==> src/rtl/ctrl_pkg.sv <==
// Shared encodings for the multi-cycle RV32I controller: FSM states, opcodes,
// ALU control codes and the datapath select codes.
package ctrl_pkg;

    typedef enum logic [3:0] {
        StFetch,
        StDecode,
        StMemAdr,
        StMemRead,
        StMemWb,
        StMemWrite,
        StExecR,
        StExecI,
        StAluWb,
        StBranch,
        StJal,
        StJalr,
        StJlink,
        StLui,
        StError
    } state_e;

    localparam logic [6:0] OpLoad   = 7'b0000011;
    localparam logic [6:0] OpStore  = 7'b0100011;
    localparam logic [6:0] OpReg    = 7'b0110011;
    localparam logic [6:0] OpImm    = 7'b0010011;
    localparam logic [6:0] OpBranch = 7'b1100011;
    localparam logic [6:0] OpJal    = 7'b1101111;
    localparam logic [6:0] OpJalr   = 7'b1100111;
    localparam logic [6:0] OpLui    = 7'b0110111;

    // Must match the datapath ALU encoding.
    localparam logic [2:0] AluAdd   = 3'b000;
    localparam logic [2:0] AluSub   = 3'b001;
    localparam logic [2:0] AluAnd   = 3'b010;
    localparam logic [2:0] AluOr    = 3'b011;
    localparam logic [2:0] AluPassB = 3'b100;
    localparam logic [2:0] AluSltu  = 3'b101;
    localparam logic [2:0] AluSlt   = 3'b110;
    localparam logic [2:0] AluXor   = 3'b111;

    localparam logic [1:0] AluOpAdd   = 2'b00;
    localparam logic [1:0] AluOpSub   = 2'b01;
    localparam logic [1:0] AluOpFunct = 2'b10;
    localparam logic [1:0] AluOpPassB = 2'b11;

    localparam logic [1:0] ResAluOut = 2'b00;
    localparam logic [1:0] ResMem    = 2'b01;
    localparam logic [1:0] ResAluRes = 2'b10;

    localparam logic [1:0] SrcAPc    = 2'b00;
    localparam logic [1:0] SrcAOldPc = 2'b01;
    localparam logic [1:0] SrcARs1   = 2'b10;

    localparam logic [1:0] SrcBRs2  = 2'b00;
    localparam logic [1:0] SrcBImm  = 2'b01;
    localparam logic [1:0] SrcBFour = 2'b10;

    localparam logic [2:0] ImmI = 3'b000;
    localparam logic [2:0] ImmS = 3'b001;
    localparam logic [2:0] ImmB = 3'b010;
    localparam logic [2:0] ImmJ = 3'b011;
    localparam logic [2:0] ImmU = 3'b100;

    function automatic logic [2:0] imm_sel(input logic [6:0] op);
        logic [2:0] sel;
        case (op)
            OpStore:  sel = ImmS;
            OpBranch: sel = ImmB;
            OpJal:    sel = ImmJ;
            OpLui:    sel = ImmU;
            default:  sel = ImmI;
        endcase
        return sel;
    endfunction

endpackage

==> src/rtl/alu_decoder.sv <==
// Maps the controller's ALU operation class plus funct fields onto the
// datapath ALU control code; flags funct3 values this core does not execute.
module alu_decoder
    import ctrl_pkg::*;
(
    input  logic [1:0] alu_op_i,
    input  logic [2:0] funct3_i,
    input  logic       funct7b5_i,
    input  logic       op5_i,
    output logic [2:0] alu_control_o,
    output logic       bad_funct_o
);

    always_comb begin
        alu_control_o = AluAdd;
        bad_funct_o   = 1'b0;
        case (alu_op_i)
            AluOpAdd:   alu_control_o = AluAdd;
            AluOpSub:   alu_control_o = AluSub;
            AluOpPassB: alu_control_o = AluPassB;
            default: begin
                case (funct3_i)
                    // op5 separates R-type from OP-IMM: addi never subtracts.
                    3'b000:  alu_control_o = (op5_i && funct7b5_i) ? AluSub : AluAdd;
                    3'b010:  alu_control_o = AluSlt;
                    3'b011:  alu_control_o = AluSltu;
                    3'b100:  alu_control_o = AluXor;
                    3'b110:  alu_control_o = AluOr;
                    3'b111:  alu_control_o = AluAnd;
                    default: bad_funct_o   = 1'b1;
                endcase
            end
        endcase
    end

endmodule

==> src/rtl/multicycle_controller.sv <==
// Multi-cycle RV32I control FSM: fetch/decode/execute/writeback sequencing with
// wait-state memory handshake, driving datapath selects, strobes and ALU control.
module multicycle_controller
    import ctrl_pkg::*;
(
    input  logic       clk,
    input  logic       rst_n,
    input  logic [6:0] opcode,
    input  logic [2:0] funct3,
    input  logic       funct7b5,
    input  logic       zero,
    input  logic       lt,
    input  logic       mem_ready,
    output logic       mem_req,
    output logic       mem_write,
    output logic       adr_src,
    output logic       ir_write,
    output logic       pc_write,
    output logic       reg_write,
    output logic [1:0] result_src,
    output logic [1:0] alu_src_a,
    output logic [1:0] alu_src_b,
    output logic [2:0] imm_src,
    output logic [2:0] alu_control,
    output logic       instr_done,
    output logic       illegal
);

    state_e     state_q, state_d;
    logic       illegal_q;
    logic [1:0] alu_op;
    logic [2:0] alu_ctrl_dec;
    logic       bad_funct;
    logic       taken;

    alu_decoder u_alu_decoder (
        .alu_op_i      (alu_op),
        .funct3_i      (funct3),
        .funct7b5_i    (funct7b5),
        .op5_i         (opcode[5]),
        .alu_control_o (alu_ctrl_dec),
        .bad_funct_o   (bad_funct)
    );

    always_comb begin
        case (funct3)
            3'b000:  taken = zero;
            3'b001:  taken = ~zero;
            3'b100:  taken = lt;
            3'b101:  taken = ~lt;
            default: taken = 1'b0;
        endcase
    end

    always_comb begin
        case (state_q)
            StExecR, StExecI: alu_op = AluOpFunct;
            StBranch:         alu_op = AluOpSub;
            StLui:            alu_op = AluOpPassB;
            default:          alu_op = AluOpAdd;
        endcase
    end

    always_comb begin
        state_d = state_q;
        case (state_q)
            StFetch: if (mem_ready) state_d = StDecode;
            StDecode: begin
                case (opcode)
                    OpLoad, OpStore: state_d = StMemAdr;
                    OpReg:           state_d = StExecR;
                    OpImm:           state_d = StExecI;
                    OpBranch:        state_d = StBranch;
                    OpJal:           state_d = StJal;
                    OpJalr:          state_d = StJalr;
                    OpLui:           state_d = StLui;
                    default:         state_d = StError;
                endcase
            end
            StMemAdr:         state_d = opcode[5] ? StMemWrite : StMemRead;
            StMemRead:        if (mem_ready) state_d = StMemWb;
            StMemWb:          state_d = StFetch;
            StMemWrite:       if (mem_ready) state_d = StFetch;
            StExecR, StExecI: state_d = bad_funct ? StError : StAluWb;
            StAluWb:          state_d = StFetch;
            StBranch:         state_d = StFetch;
            StJal:            state_d = StAluWb;
            StJalr:           state_d = StJlink;
            StJlink:          state_d = StFetch;
            StLui:            state_d = StAluWb;
            StError:          state_d = StError;
            default:          state_d = StError;
        endcase
    end

    always_ff @(posedge clk or negedge rst_n) begin
        if (!rst_n) begin
            state_q   <= StFetch;
            illegal_q <= 1'b0;
        end else begin
            state_q   <= state_d;
            illegal_q <= illegal_q | (state_d == StError);
        end
    end

    always_comb begin
        mem_req    = 1'b0;
        mem_write  = 1'b0;
        adr_src    = 1'b0;
        ir_write   = 1'b0;
        pc_write   = 1'b0;
        reg_write  = 1'b0;
        instr_done = 1'b0;
        result_src = ResAluOut;
        alu_src_a  = SrcAPc;
        alu_src_b  = SrcBRs2;
        case (state_q)
            StFetch: begin
                mem_req    = 1'b1;
                ir_write   = mem_ready;
                pc_write   = mem_ready;
                alu_src_b  = SrcBFour;
                result_src = ResAluRes;
            end
            StDecode: begin
                alu_src_a = SrcAOldPc;
                alu_src_b = SrcBImm;
            end
            StMemAdr: begin
                alu_src_a = SrcARs1;
                alu_src_b = SrcBImm;
            end
            StMemRead: begin
                mem_req = 1'b1;
                adr_src = 1'b1;
            end
            StMemWb: begin
                result_src = ResMem;
                reg_write  = 1'b1;
                instr_done = 1'b1;
            end
            StMemWrite: begin
                mem_req    = 1'b1;
                mem_write  = 1'b1;
                adr_src    = 1'b1;
                instr_done = mem_ready;
            end
            StExecR: alu_src_a = SrcARs1;
            StExecI: begin
                alu_src_a = SrcARs1;
                alu_src_b = SrcBImm;
            end
            StAluWb: begin
                reg_write  = 1'b1;
                instr_done = 1'b1;
            end
            StBranch: begin
                alu_src_a  = SrcARs1;
                pc_write   = taken;
                instr_done = 1'b1;
            end
            StJal: begin
                pc_write  = 1'b1;
                alu_src_a = SrcAOldPc;
                alu_src_b = SrcBFour;
            end
            StJalr: begin
                alu_src_a  = SrcARs1;
                alu_src_b  = SrcBImm;
                result_src = ResAluRes;
                pc_write   = 1'b1;
            end
            StJlink: begin
                alu_src_a  = SrcAOldPc;
                alu_src_b  = SrcBFour;
                result_src = ResAluRes;
                reg_write  = 1'b1;
                instr_done = 1'b1;
            end
            StLui: alu_src_b = SrcBImm;
            default: ;
        endcase
        // Reset overrides the FETCH decode so nothing reaches the datapath while held.
        if (!rst_n) begin
            mem_req    = 1'b0;
            ir_write   = 1'b0;
            pc_write   = 1'b0;
            result_src = ResAluOut;
            alu_src_a  = SrcAPc;
            alu_src_b  = SrcBRs2;
        end
    end

    assign alu_control = rst_n ? alu_ctrl_dec : AluAdd;
    assign imm_src     = rst_n ? imm_sel(opcode) : ImmI;
    assign illegal     = illegal_q;

endmodule

==> config.mk <==
export PLATFORM = sky130hd
export DESIGN_NAME = multicycle_controller
export DESIGN_NICKNAME = d
export VERILOG_FILES = /design/src/rtl/ctrl_pkg.sv /design/src/rtl/alu_decoder.sv /design/src/rtl/multicycle_controller.sv
export SDC_FILE = /design/constraint.sdc
export NUM_CORES = 1
export LEC_CHECK = 0
export CORE_MARGIN = 2
export CORE_UTILIZATION = 40
export CTS_BUF_LIST = sky130_fd_sc_hd__clkbuf_4 sky130_fd_sc_hd__clkbuf_8
export CTS_CLUSTER_DIAMETER = 40
export DETAILED_ROUTE_END_ITERATION = 16
export GPL_TIMING_DRIVEN = 0
export PLACE_DENSITY = 0.76
export SETUP_SLACK_MARGIN = 0.05
export SLEW_MARGIN = 20
export SYNTH_ARGS = -nofsm -noshare
export SYNTH_HDL_FRONTEND = slang
export SYNTH_HIERARCHICAL = 1
export SYNTH_SLANG_ARGS = --single-unit
==> constraint.sdc <==
create_clock -name clk -period 2.7 [get_ports clk]
set_input_delay 0.675 -clock clk [delete_from_list [all_inputs] [get_ports clk]]
set_output_delay 0.675 -clock clk [all_outputs]
set_load 0.01 [all_outputs]
### Yosys cells after proc, flatten, opt, wreduce, memory -nomap -nowiden

Cells that the tools add are included.

* bits in registers: 5
* input bits: 16
* output and inout bits: 20
* logic and storage cells: 88

* eq/ne operators: 31
* mux-type cells: 33
* bitwise logic cells: 3
* reductions and logical operators: 19

Operators with widths (count)
* case mux 4 bit (9 select lines): 1
* == test 4 bit (second input constant): 7
* case mux 4 bit (7 select lines): 1
* == test 7 x 6 -> 1 bit (second input constant): 3
* == test 7 bit (second input constant): 3
* case mux 3 bit (6 select lines): 1
* OR reduction 3 bit: 6
* == test 4 x 3 -> 1 bit (second input constant): 4
* == test 3 bit (second input constant): 4
* two-way mux 3 bit: 4
* two-way mux 4 bit: 3
* case mux 2 bit (2 select lines): 3
* case mux 3 bit (4 select lines): 1
* two-way mux 1 bit: 11
* OR reduction 2 bit: 5
* OR reduction 5 bit: 2
* case mux 3 bit (3 select lines): 1
* == test 4 x 2 -> 1 bit (second input constant): 2
* == test 7 x 2 -> 1 bit (second input constant): 1
* == test 7 x 5 -> 1 bit (second input constant): 1
* == test 3 x 2 -> 1 bit (second input constant): 2
* two-way mux 2 bit: 3
* case mux 2 bit (3 select lines): 1
* OR reduction 6 bit: 1
* other kinds (14): 15

### Depth between registers and ports, before layout

* depth in word-level cells: 10
* mapped depth: 11
* gate-level depth less buffers: 10

### Cells and area by module

The synthesis kept the hierarchy.

By module, submodules not included
* multicycle_controller: instances 1, cells each 121, area each 829.5 µm²
* alu_decoder: instances 1, cells each 14, area each 91.3 µm²

### Worst setup path before layout

No wires, ideal clock.

* path type: input-to-output
* start: in opcode[2]
* end: out imm_src[0]
* arrival time: 1.837 ns
* required time: 2.025 ns
* setup slack: 0.188 ns
* cell stages on the path: 3
* buffers on the path: 1
* cells stage by stage: buf_6 or3_4 a2111oi_0

* cells in the longest elaborated chain, start to end: 3
* elaborated cells between the ends (all ways): 6

Ends and longest elaborated chain
* start: declaration: line multicycle_controller.sv:8 `input logic [6:0] opcode,`
* == test 7 x 6 -> 1 bit or == test 7 bit (tied branches): line ctrl_pkg.sv:67 `case (op)`
* case mux 3 bit (4 select lines) (*): line ctrl_pkg.sv:67
* two-way mux 3 bit (*): line multicycle_controller.sv:195 `assign imm_src = rst_n ? imm_sel(opcode) : ImmI;`
* end: declaration: line multicycle_controller.sv:23 `output logic [2:0] imm_src,`

Every way passes the cells marked *; elsewhere a longest branch is shown, timed or not.

### Worst setup path in the final report

* start: in mem_ready
* end: out instr_done

* cells in the longest elaborated chain, start to end: 1

Ends and longest elaborated chain
* start: declaration: line multicycle_controller.sv:13 `input logic mem_ready,`
* case mux 1 bit (2 select lines): line multicycle_controller.sv:117 `case (state_q)`
* end: declaration: line multicycle_controller.sv:25 `output logic instr_done,`

Every way passes these cells.

==> metrics.md <==
| Metric | Value |
|---|---|
| Antenna violations before repair | 0 |
| R2r startpoint | state_q[0] |
| Synth Flop Type | dfrtp_1 |
| VDD IR-drop max | 643 uV |
| GRT Util Overall | a little over a fifth |
| Unrepaired setup endpoints after global routing | yes |
| Worst Path Buf+Inv | 3 |
| Height of the die | around 52 um |
| Hold crit path type | in2async |
| Vias in the first global route | 1045 |
| Critical setup path kind | in2out |
| Final slew viol count | 0 |
| Sequential fraction of the synthesis area | roughly 14% |
| Clk_lat worst skew | roughly 0.24 ns |
| Hold Vio Cnt, Final | 0 |
| Final period utilization | a little over nine tenths |
| Final non-filler cell total | 203 |
| CP Data Arrival Time | roughly 1.9 ns |
| Leak | about 0.66 nW |
| Max Fclk | about 390 MHz |
| Crit path cell chain | clkdlybuf4s15_1 > inv_2 > o21ai_0 > a21oi_1 > nor2_1 > clkdlybuf4s50_1 |
| First-pass GRT wire length | between 4000 and 5000 um |
| Finish-stage setup viols | 0 |
| Worst EP required | roughly 2.0 ns |
| Measured slew at the worst slew-check pin | around 0.30 ns |
| Cells after synthesis | 135 |
| Post-DP HPWL | between 1500 and 2000 um |
| Slowest CP cell | clkdlybuf4s50_1 |
| Startpoint types | input pin |
| Outcome | complete, no violations |
| Post-route cell area | approximately 1400 um2 |
| Post-synth top area share | ~14% |
| # DRC | 0 |
| Initial DRC count | 14 |
| Dpl cell area | ~1300 um2 |
| Pwr/cell area | roughly 780 nW/um2 |
| Synthesized area | between 900 and 1000 um2 |
| Layout Skew | between 0.0009 and 0.001 ns |
| Critical Path Fanout Max | 5 |
| Async set-reset flop share out of synthesis | 100% |
| GRT Residual Overflow | 0 |
| Critical path's largest stage delay | 0.53 ns |
| Clock root cell | clkbuf_4 |
| Net count reported at finish | ~190 |
| Max-Cap Viols | 0 |
| CTS sink count | 5 |
| Net count after synthesis | between 150 and 200 |
| Layout Area Growth over Synthesis | 54.1% |
| Die area | roughly 2700 um2 |
| Final WL | 2670 um |
| Via density | ~5.6 |
| Starting density of the core | a little over two fifths |
| CTS tree | yes |
| Dominant cell type by area after synthesis | dfrtp_1 |
| Critical path origin | mem_ready |
| Endpoint class of the critical path | output port |
| Port buffer count | 33 |
| #FFs+latches synth | 5 |
| Cell family with most CP delay | buffers and inverters |
| Top post-synthesis cells by area | dfrtp_1 (14%), mux2i_1 (6.5%), nor2b_1 (6.1%), nand2_1 (4.9%), nor2_1 (4.9%) |
| Tmin final | between 2 and 3 ns |
| Avg Cell Area, Syn | 6.82 um2 |
| Die width | between 50 and 60 um |
| Number of buffers created by CTS | 3 |
| TritonRoute pass-1 iters | 4 |
| Routability cong. | around 0.85 |
| TNS Setup | 0 ns |
| Post-synth EDFFs | 0 |
| CTS max path bufs | 2 |
| Clk slew on worst S/H paths | approximately 0.040 ns |
| Post-synth top cells | nand2_1 (12), nor2_1 (12), nor2b_1 (9) |
| Max-Slew Margin vs Limit | 80.1% |
| Pin count of the biggest net entering global routing | 11 |
| Post-synthesis cell type count | between 40 and 50 |
| Synth Warn # | 6 |
| Post-DRT Antenna Nets | 0 |
| # rows | 17 |
| Placeable core region | 2190 um2 |
| I/O pin count | 36 |
| CTS Hold Bufs | 0 |
| Via count | 1128 |
| Htree depth | 1 |
| Routed WL per cell | approximately 13 um |
| Placed cell count | about 200 |
| Tot Pwr | approximately 1.1 mW |
| # diodes | 0 |
| Share of cells above drive strength 1 | a little under a quarter |
-- metrics by stage --
stage	setup WS, ns	hold slack [ns]	utilization [%]
after floorplan	0.188	0.379	-
after detailed placement	-0.567	0.481	58.7
after CTS	0.0159	0.357	63.3
after global routing	0.00589	0.263	64.8
after global placement	-0.555	0.454	58.7
final	0.121	0.270	64.8
-- kinds of logic after synthesis --
kind of cell / share of synthesized area [%]
AND/OR/NAND/NOR: 42.4
AO/OA/AOI/OAI: 24.5
buffers and inverters: 8.29
multiplexers: 6.52
XOR/XNOR: 4.76
flip-flops: 13.6
-- worst reg2reg max path: stages (launching register included) --
cell,delay (ns)
dfrtp_1,0.38
buf_6,0.15
nor2b_4,0.13
and2_4,0.18
o21a_4,0.21
nand2b_1,0.10
nor3_1,0.07
nand2_1,0.07
o21ai_0,0.07
o221ai_1,0.18
o2111ai_1,0.16
a41o_1,0.26
-- layout make-up --
type	instances	area [um2]
Clock buffer	4	30.0
Sequential cell	5	126
Inverter	4	15.0
Multi-Input combinational cell	114	787
Buffer	12	108
Fill cell	215	772
Tap cell	28	35.0
Timing Repair Buffer	36	318
-- where the power goes --
group	total, mW	internal, mW	switching, mW
Clock	0.0946	0.0658	0.0288
Combinational	0.861	0.431	0.430
Sequential	0.144	0.110	0.0342
-- cell usage in the layout, fill, tap and decap left out, types with 7 or more instances in the layout --
| cell | n |
|---|---|
| nand2b_1 | 7 |
| dlygate4sd2_1 | 10 |
| nand2_1 | 10 |
| clkdlybuf4s50_1 | 13 |
| nor2b_1 | 7 |
| nor2_1 | 11 |
-- registers in the layout, indices dropped and copies added, names as in the netlist --
register	flops
illegal	1
state_q	4
-- repair_timing --
item / in CTS / in global routing
pin swaps: 2 / 2
setup buffers: 1 / 2
setup endpoints to repair: 16 / 11
cloned: 0 / 0
resized for setup: 58 / 20
-- path summary, 6_finish.rpt --
path                              end  slack, ns  depth (start not counted)
min in group clk              illegal       0.48                          1
min                        state_q[1]       0.27                          1
max reg2reg                   illegal       0.63                         11
max                        instr_done       0.12                          6
min reg2reg                   illegal       0.48                          1
max in group asynchronous  state_q[3]       2.25                          1
-- layer usage --
layer  vias to the layer above  GRT usage, %  wire length, um
li1                        571             -                -
met1                       525          26.1             1160
met2                        30          38.2             1390
met3                         2          3.16              113
met4                         0          6.14                8
met5                         -             0                0
(Power assumes the default switching activity.)
